===== src/rtl/cfg_space_arbiter.sv =====
// cfg_space_arbiter: shares one single-beat config-space port between the
// link-training FSM (requester 0) and the sideband handler (requester 1).
// Round-robin grant, one access in flight, fixed read latency, and
// requester-1 writes into the protected range are refused with err.
module cfg_space_arbiter #(
    parameter int                ADDR_W    = 8,
    parameter int                DATA_W    = 32,
    parameter int                RD_LAT    = 2,
    parameter logic [ADDR_W-1:0] PROT_BASE = 8'hC0
) (
    input  logic              local_clk,
    input  logic              rst,
    input  logic              req0_valid,
    input  logic              req0_write,
    input  logic [ADDR_W-1:0] req0_addr,
    input  logic [DATA_W-1:0] req0_wdata,
    output logic              req0_ready,
    output logic              req0_done,
    output logic              req0_err,
    output logic [DATA_W-1:0] req0_rdata,
    input  logic              req1_valid,
    input  logic              req1_write,
    input  logic [ADDR_W-1:0] req1_addr,
    input  logic [DATA_W-1:0] req1_wdata,
    output logic              req1_ready,
    output logic              req1_done,
    output logic              req1_err,
    output logic [DATA_W-1:0] req1_rdata,
    output logic              c_read,
    output logic              c_write,
    output logic [ADDR_W-1:0] c_address,
    output logic [DATA_W-1:0] c_data_in,
    input  logic [DATA_W-1:0] c_data_out,
    output logic              busy
);

    typedef enum logic [1:0] {IDLE, ISSUE, WAIT, DONE} state_t;

    // WAIT lasts RD_LAT cycles: counter runs RD_LAT-1 down to 0.
    localparam logic [3:0] CNT_INIT = 4'(RD_LAT - 1);

    state_t            state;
    logic              owner;
    logic              wr;
    logic              rej;
    logic              last_grant;
    logic [3:0]        cnt;

    logic              sel1;
    logic              take;
    logic              s_write;
    logic              s_rej;
    logic [ADDR_W-1:0] s_addr;
    logic [DATA_W-1:0] s_wdata;

    // Grant: requester 1 wins if alone, or if both pending and 0 went last.
    // Ready is gated by rst so nothing is offered while reset is held.
    always_comb begin
        sel1       = req1_valid && (!req0_valid || !last_grant);
        req0_ready = rst && (state == IDLE) && req0_valid && !sel1;
        req1_ready = rst && (state == IDLE) && sel1;
        take       = req0_ready || req1_ready;
        s_write    = sel1 ? req1_write : req0_write;
        s_addr     = sel1 ? req1_addr  : req0_addr;
        s_wdata    = sel1 ? req1_wdata : req0_wdata;
        s_rej      = sel1 && req1_write && (req1_addr >= PROT_BASE);
    end

    // Main FSM; strobes are loaded at accept so they appear in the ISSUE cycle,
    // done/err are loaded on entry to DONE so they appear in the DONE cycle.
    always_ff @(posedge local_clk) begin
        if (!rst) begin
            state      <= IDLE;
            owner      <= 1'b0;
            wr         <= 1'b0;
            rej        <= 1'b0;
            cnt        <= '0;
            last_grant <= 1'b1;
            c_read     <= 1'b0;
            c_write    <= 1'b0;
            c_address  <= '0;
            c_data_in  <= '0;
            req0_done  <= 1'b0;
            req1_done  <= 1'b0;
            req0_err   <= 1'b0;
            req1_err   <= 1'b0;
            req0_rdata <= '0;
            req1_rdata <= '0;
            busy       <= 1'b0;
        end else begin
            c_read    <= 1'b0;
            c_write   <= 1'b0;
            req0_done <= 1'b0;
            req1_done <= 1'b0;
            req0_err  <= 1'b0;
            req1_err  <= 1'b0;
            case (state)
                IDLE: begin
                    if (take) begin
                        owner      <= sel1;
                        last_grant <= sel1;
                        wr         <= s_write;
                        rej        <= s_rej;
                        c_address  <= s_addr;
                        c_data_in  <= s_wdata;
                        c_read     <= !s_write;
                        c_write    <= s_write && !s_rej;
                        busy       <= 1'b1;
                        state      <= ISSUE;
                    end
                end
                ISSUE: begin
                    if (wr) begin
                        if (owner) begin
                            req1_done <= 1'b1;
                            req1_err  <= rej;
                        end else begin
                            req0_done <= 1'b1;
                            req0_err  <= rej;
                        end
                        state <= DONE;
                    end else begin
                        cnt   <= CNT_INIT;
                        state <= WAIT;
                    end
                end
                WAIT: begin
                    if (cnt == 4'd0) begin
                        if (owner) begin
                            req1_rdata <= c_data_out;
                            req1_done  <= 1'b1;
                        end else begin
                            req0_rdata <= c_data_out;
                            req0_done  <= 1'b1;
                        end
                        state <= DONE;
                    end else begin
                        cnt <= cnt - 4'd1;
                    end
                end
                DONE: begin
                    busy  <= 1'b0;
                    state <= IDLE;
                end
                default: state <= IDLE;
            endcase
        end
    end

endmodule


===== config.mk =====
export PLATFORM = sky130hd
export DESIGN_NAME = cfg_space_arbiter
export DESIGN_NICKNAME = d
export VERILOG_FILES = /design/src/rtl/cfg_space_arbiter.sv
export SDC_FILE = /design/constraint.sdc
export NUM_CORES = 1
export LEC_CHECK = 0
export BUFFER_PORTS_ARGS = -buffer_cell sky130_fd_sc_hd__buf_2
export CAP_MARGIN = 20
export CORE_UTILIZATION = 30
export CTS_BUF_LIST = sky130_fd_sc_hd__clkbuf_4
export CTS_CLUSTER_DIAMETER = 150
export DETAILED_ROUTE_END_ITERATION = 16
export GPL_TIMING_DRIVEN = 0
export REMOVE_ABC_BUFFERS = 1
export SLEW_MARGIN = 10
export SYNTH_ARGS = -nofsm -noshare
export SYNTH_HDL_FRONTEND = slang
export SYNTH_SLANG_ARGS = --single-unit

===== constraint.sdc =====
create_clock -name local_clk -period 1.95 [get_ports local_clk]
set_input_delay 0.195 -clock local_clk [delete_from_list [all_inputs] [get_ports local_clk]]
set_output_delay 0.195 -clock local_clk [all_outputs]
set_load 0.02 [all_outputs]

# Yosys cells after proc, flatten, opt, wreduce, memory -nomap -nowiden

Index checks and enable logic that the tools add are counted.

Register bits: 121
Input port bits: 118
Output and inout port bits: 113
Logic and storage cells: 78

Add/subtract/negate cells: 1
$lt $le $gt $ge: 1
Eq/ne operators: 7
Muxes and demuxes: 20
Bitwise logic cells: 4
Reduce and logical (&&, ||, !) cells: 28

Operators by type and width:

| kind                  | count |
|---|---|
| $mux W32              | 1 |
| $reduce_and A3 Y1     | 4 |
| $mux W1               | 9 |
| $ge A8 B8 Y1 const B  | 1 |
| $logic_and A1 B1 Y1   | 8 |
| $mux W4               | 2 |
| $mux W8               | 1 |
| $ne A2 B2 Y1 const B  | 4 |
| $pmux W2 S4           | 1 |
| $pmux W4 S2           | 1 |
| $pmux W1 S2           | 3 |
| $reduce_and A2 Y1     | 3 |
| $logic_not A1 Y1      | 5 |
| $eq A2 B2 Y1 const B  | 2 |
| $logic_not A4 Y1      | 1 |
| $mux W2               | 2 |
| $not A1 Y1            | 4 |
| $reduce_and A4 Y1     | 1 |
| $reduce_bool A2 Y1    | 2 |
| $reduce_or A4 Y1      | 1 |
| $sub A4 B1 Y4 const B | 1 |
| $eq A2 B1 Y1 const B  | 1 |
| $logic_not A2 Y1      | 1 |
| $logic_or A1 B1 Y1    | 2 |

# Logic depth before layout (Yosys ltp)

Gate-level depths: netlist (run 1).

Depth after elaboration: 8
Mapped depth: 8
Gate-level depth less buffers: 6

# Worst setup path before layout (run 1)

No wires, ideal clock.

Path kind: register -> register
Start point: register state[0]
End point: register req1_rdata[12]
Setup time: 0.141 ns
Arrival: 1.467 ns
Data required time: 1.809 ns
Setup slack: 0.342 ns
Stages on the path, launching flop included: 9
Path buffers: 2
Period minus slack after synthesis: 1.608 ns
Cell sequence: dfxtp_1 -> inv_1 -> ha_1 -> and4bb_4 -> and2_1 -> buf_6 -> buf_6 -> nand2_1 -> a21oi_2

Cells in the longest elaborated chain, start to end: 2

Ends and longest elaborated chain:

| what                               | RTL line | text |
|---|---|---|
| start: declaration                 | 42       | `state_t state;` |
| start signal: assignment           | 73       | `state <= IDLE;` |
| start signal: assignment           | 109      | `state <= ISSUE;` |
| start signal: assignment           | 121      | `state <= DONE;` |
| $eq A2 B2 Y1                       | 97       | `case (state)` |
| $reduce_and A3 Y1 (no source line) | n/a      |  |
| end signal: assignment             | 130      | `req1_rdata <= c_data_out;` |
| end: declaration                   | 28       | `output logic [DATA_W-1:0] req1_rdata,` |

No other way between the ends.
A chain may end at the register's enable or synchronous reset.

# Worst setup path after layout (run 1)

Start point: register last_grant
End point: register c_data_in[14]

Cells in the longest elaborated chain, start to end: 7
Elaborated cells on any way between the ends: 9
Those cells by class: mux (1); reduce/logical (8)

Ends and longest elaborated chain:

| what                               | RTL line | text |
|---|---|---|
| start: declaration                 | 46       | `logic last_grant;` |
| start signal: assignment           | 101      | `last_grant <= sel1;` |
| $logic_not A1 Y1 (*)               | 59       | `sel1 = req1_valid && (!req0_valid \|\| !last_grant);` |
| $logic_or A1 B1 Y1 (*)             | 59       |  |
| $logic_and A1 B1 Y1 (*)            | 59       |  |
| $logic_not A1 Y1                   | 60       | `req0_ready = rst && (state == IDLE) && req0_valid && !sel1;` |
| $logic_and A1 B1 Y1                | 60       |  |
| $logic_or A1 B1 Y1                 | 62       | `take = req0_ready \|\| req1_ready;` |
| $reduce_and A2 Y1 (no source line) | n/a      |  |
| end signal: assignment             | 105      | `c_data_in <= s_wdata;` |
| end: declaration                   | 32       | `output logic [DATA_W-1:0] c_data_in,` |

Mark *: on every way between the ends. The rest lies on a longest branch, timed or not.

==> results of run 1 <==
## path summary, 6_finish.rpt
path                 startpoint            end  slack (ps)
hold / removal       req0_valid     last_grant          60
setup reg to reg     last_grant  c_data_in[14]         100
hold reg to reg   req0_rdata[5]  req0_rdata[5]         460
setup / recovery     last_grant  c_data_in[14]         100
## synthesized netlist by cell type, drive strengths merged (3+ instances only)
master	count	area, sq um
o31ai	3	22.5
dfxtp	121	2420
nand2	141	529
buf	27	198
o211ai	3	22.5
nor2	15	58.8
inv	6	22.5
o21ai	42	210
ha	7	87.6
and2	3	18.8
clkbuf	14	55.1
nand3	4	20.0
mux2i	40	400
a21oi	107	633
## layout make-up
cell class / count / area (sq um) / share of cell area (%)
inverter: 6 / 30.0 / 0.386
multi-input combinational: 388 / 2250 / 28.9
tap: 216 / 270 / 3.47
timing repair buffer: 362 / 2510 / 32.3
clock inverter: 13 / 154 / 1.98
clock buffer: 19 / 143 / 1.83
sequential: 121 / 2420 / 31.1
## power by group
| part | internal (mW) | switching [mW] |
|---|---|---|
| Sequential | 2.86 | 0.230 |
| Combinational | 1.15 | 1.60 |
| Clock | 0.906 | 0.985 |
## worst max-delay path, delay by kind of cell, from the launching register on
kind | cells | cell delay [ps]
mux | 1 | 220
buf+inv | 2 | 810
flops | 1 | 360
compound gates | 2 | 330
## layer usage
metal | vias to the layer above | wire length [um]
met5 | - | 0
met4 | 0 | 221
met3 | 18 | 1170
met2 | 197 | 7730
met1 | 2358 | 6960
li1 | 2575 | -
## through the flow
stage	setup WS, ps	util (%)	setup TNS [ps]
floorplan	-1930	-	-85060
global placement	-3140	38.0	-185390
detailed placement	-496	38.8	-25910
CTS	25.7	48.3	0
global route	-0.459	49.0	-0.459
finish	97.2	49.0	0
## timing repair
item,in CTS,in global routing
hold buffers,117,0
hold endpoints to repair,108,0
gates cloned,1,2
endpoints found under the setup margin,107,91
resized for setup,12,5
setup buffers,0,10
pin swaps,1,4
## registers in the layout, indices dropped and copies added, names as in the netlist
signal and count:
busy 1, c_address 8, c_data_in 32, c_read 1, c_write 1, cnt 4, last_grant 1, owner 1
rej 1, req0_done 1, req0_err 1, req0_rdata 32, req1_done 1, req1_err 1, req1_rdata 32, state 2
wr 1
## logic make-up (layout without fill, tap and decap cells)
family	Yosys count	count (layout)	synth area share, %
xor+xnor	1	1	0.180
compound gates	162	162	19.3
simple gates	175	178	15.1
flops	121	121	49.8
fa+ha+maj	7	7	1.80
mux	40	40	8.23
buf+inv	47	400	5.66
==> impl_metrics.toml, run 1 <==
[setup_path]
critPathMaxStageDelay_ps = 580
path_max_fanout = 20
worst_r2r_path_depth = 5
critPathArrivalTime_ps = 2250
crit_path_cell_trace = "a21boi_4 -> buf_12 -> mux2i_1 -> dlygate4sd3_1 -> a21oi_1"
path_class = "reg -> reg"
start_kind = "flop"
worstPathRequired_ps = 2350
endpoint_kind = "flop"
crit_slowest_cell = "dlygate4sd3_1"

[power]
power_density_mw_per_mm2 = 994
p_leak_nw = 3.44
peakVddDrop_mv = 0.537
p_total_mw = 7.74

[yosys]
netlist_area_sq_mm = 0.00487
synth-edff-count = 0
avgSynthCellArea_sq_um = 8.80
syn_inst = 553
yosysWarningCount = 0
yosysUniqueCellTypes = 36
synth_seq_cells = 121
async_flop_share_pct = 0
synth_top_flop_cell = "dfxtp_1"
seq_area_frac_synth_pct = 49.8

[routing]
drt_wl_total_mm = 16.1
antenna_left = 0
avgRoutedWirePerCell_um = 14.3
dr.pass1.iters = 5
via_count = 5148
drc = 0
vias_per_cell = 4.58
drtIter0Drc = 152

[global_routing]
grt_use_met2_pct = 30.8
grtUsageMet3_pct = 6.36
grt_pass1_wl_mm = 23.6
grt_max_degree = 55
grt_usage_pct = 18.2
grt_pass1_vias = 4916
grtUsageMet1_pct = 20.7
antenna_found_initial = 0
grt_overflow = 0
top_usage_layer = "met2"

[layout]
area_delta_synth_final_pct = 60.0
layout_common_cells = "buf_2 (229), nand2_1 (138), dfxtp_1 (119), dlygate4sd3_1 (117), a21oi_1 (81)"
drive_above_1_share_pct = 35.6
antennaDiodeCount = 0
final_common_cell = "buf_2"
design_area_sq_mm = 0.00778
fillCellCount = 1505
instances_no_fill = 1125
nNetsFinal = 1021

[cts]
clock_path_buffers = 2
clkSinkCount = 121
cts_root_buffer = "clkbuf_4"
cts-buffers-inserted = 17
cts_tree = "built"
cts.htree.levels = 4
insertion_delay_ps = 530
clk_pin_slew_worst_paths_ps = 120

[die]
start_util_pct = 30.6
rows = 46
die_w_um = 129
ios = 231
die_area_sq_mm = 0.0167
core_area_sq_mm = 0.0159
die_height_um = 129

[timing]
final_period_minus_worst_setup_slack_ps = 1850
worst_pin_slew_ps = 917
finalHoldViolations = 0
setup_viol = 0
fmax_ghz = 0.540
period_share_pct = 95.0
fin_hold_ws_ps = 62.4
slew_headroom_pct = 38.9
finalMaxSlewViolations = 0
fin_skew_ps = 19.2

[hold_path]
hp-class = "in -> reg"
hold_depth = 4

[placement]
gp_congestion = 0.730
dpl_cell_area_sq_mm = 0.00616
place_inst = 963
hpwlAfterDp_mm = 9.11
port_buffers = 230

[job]
drv_cap = 0

[status]
status = "completed"
No activity file was read; power rests on OpenSTA's default activity.
==> run 2, diff against run 1 <==
RECOVER_POWER = 100   (was not set)
TNS_END_PERCENT = 10   (was not set)
==> impl_metrics.toml, run 2 (synthesized netlist as in run 1, its figures left out) <==
[status]
status = "completed"

[timing]
finalHoldViolations = 0
tns_ps = 0
setup_viol = 0
finalMaxSlewViolations = 0
setup_ws_ps = 84.7
worst_pin_slew_ps = 901
slew_headroom_pct = 39.9
fin_skew_ps = 16.5
period_share_pct = 95.7
fmax_ghz = 0.536
final_period_minus_worst_setup_slack_ps = 1870

[die]
die_height_um = 129
rows = 46
core_area_sq_mm = 0.0159
die_area_sq_mm = 0.0167
start_util_pct = 30.6
die_w_um = 129
ios = 231

[layout]
antennaDiodeCount = 0
area_delta_synth_final_pct = 56.6
fillCellCount = 1581
layout_common_cells = "nand2_1 (138), dfxtp_1 (119), buf_2 (118), dlygate4sd3_1 (117), clkbuf_1 (111)"
drive_above_1_share_pct = 23.1
final_common_cell = "nand2_1"
reg_top3 = "c_data_in: 32 flops, req0_rdata: 32 flops, req1_rdata: 32 flops"
nNetsFinal = 1021

[setup_path]
worstPathRequired_ps = 2370
reg2reg_setup_slack_ps = 80
critPathArrivalTime_ps = 2280
endpoint_kind = "flop"
path_max_fanout = 20
start_kind = "flop"
path_class = "reg -> reg"

[power]
p_leak_nw = 2.96
peakVddDrop_mv = 0.520
p_total_mw = 7.63
power_density_mw_per_mm2 = 1000

[placement]
hpwlAfterDp_mm = 9.11
place_ws_ps = -496
gp_congestion = 0.730
port_buffers = 230

[routing]
vias_per_cell = 4.57
drc = 0
antenna_left = 0
avgRoutedWirePerCell_um = 14.3
dr.pass1.iters = 4
drt_wl_total_mm = 16.1
drtIter0Drc = 146
via_count = 5145

[global_routing]
antenna_found_initial = 0
grt_usage_pct = 18.2
grt_pass1_wl_mm = 23.6
grt_pass1_vias = 4916
grt_overflow = 0
grt_max_degree = 55

[cts]
clkSinkCount = 121
cts_tree = "built"
cts-buffers-inserted = 17
clk_pin_slew_worst_paths_ps = 110
clock_path_buffers = 2
cts.htree.levels = 4
cts_root_buffer = "clkbuf_4"
insertion_delay_ps = 540

[hold_path]
hp-class = "in -> reg"

[job]
drv_cap = 0
run 2: cell types whose count changed in the layout (fill, tap and decap cells not counted), sizes merged:
cell	before	now
buf	245	133
clkbuf	19	131
run 2: report_power, final:
group          leakage (nW)  total, mW  switching (mW)  internal (mW)
Sequential            0.986       3.10           0.241           2.86
Clock                 0.156       1.90           0.994          0.906
Combinational          1.82       2.62            1.59           1.04
Total                  2.96       7.63            2.82           4.80
run 2: cell type report:
class / count / area [sq um] / area share [%]
repair buffers: 362 / 2370 / 31.1
inverters: 6 / 30.0 / 0.394
well taps: 216 / 270 / 3.55
flip-flops and latches: 121 / 2420 / 31.8
clock inverters: 13 / 154 / 2.02
multi-input cells: 388 / 2230 / 29.3
clock buffers: 19 / 143 / 1.87
run 2: path summary, 6_finish.rpt:
| check | startpoint | endpoint | cells after the start |
|---|---|---|---|
| max | last_grant | c_address[4] | 5 |
| min | req0_valid | last_grant | 4 |
| min reg2reg | req0_rdata[5] | req0_rdata[5] | 2 |
| max reg2reg | last_grant | c_address[4] | 5 |
run 2: routing by layer:
| metal | GRT usage (%) | wire (um) |
|---|---|---|
| met3 | 6.36 | 1140 |
| met1 | 20.7 | 7040 |
| met2 | 30.8 | 7700 |
| met4 | 7.96 | 236 |
| met5 | 0 | 0 |
run 2: worst max-delay path, cell delays in order, from the launching register on:
cell and delay, ps:
dfxtp_1 360, a21boi_4 260, buf_12 230, mux2i_1 230
dlygate4sd3_1 590, a21oi_1 80
run 2: repair_timing:
item | in CTS | in global routing
hold buffers | 117 | 0
buffers inserted | 0 | 10
gates cloned | 1 | 2
pin swaps | 1 | 4
setup endpoints to repair | 107 | 91
gates resized for setup | 12 | 5
endpoints found under the hold margin | 108 | 0
run 2: stage by stage:
step                      instances  area, sq um  hold slack, ps  utilization, %
after floorplan                 512         4610             284               -
after global routing           1125         7620            25.4            48.0
after global placement          958         6030             439            38.0
after detailed placement        963         6160             444            38.8
final                          1125         7620            56.6            48.0
after CTS                      1113         7670            10.1            48.3
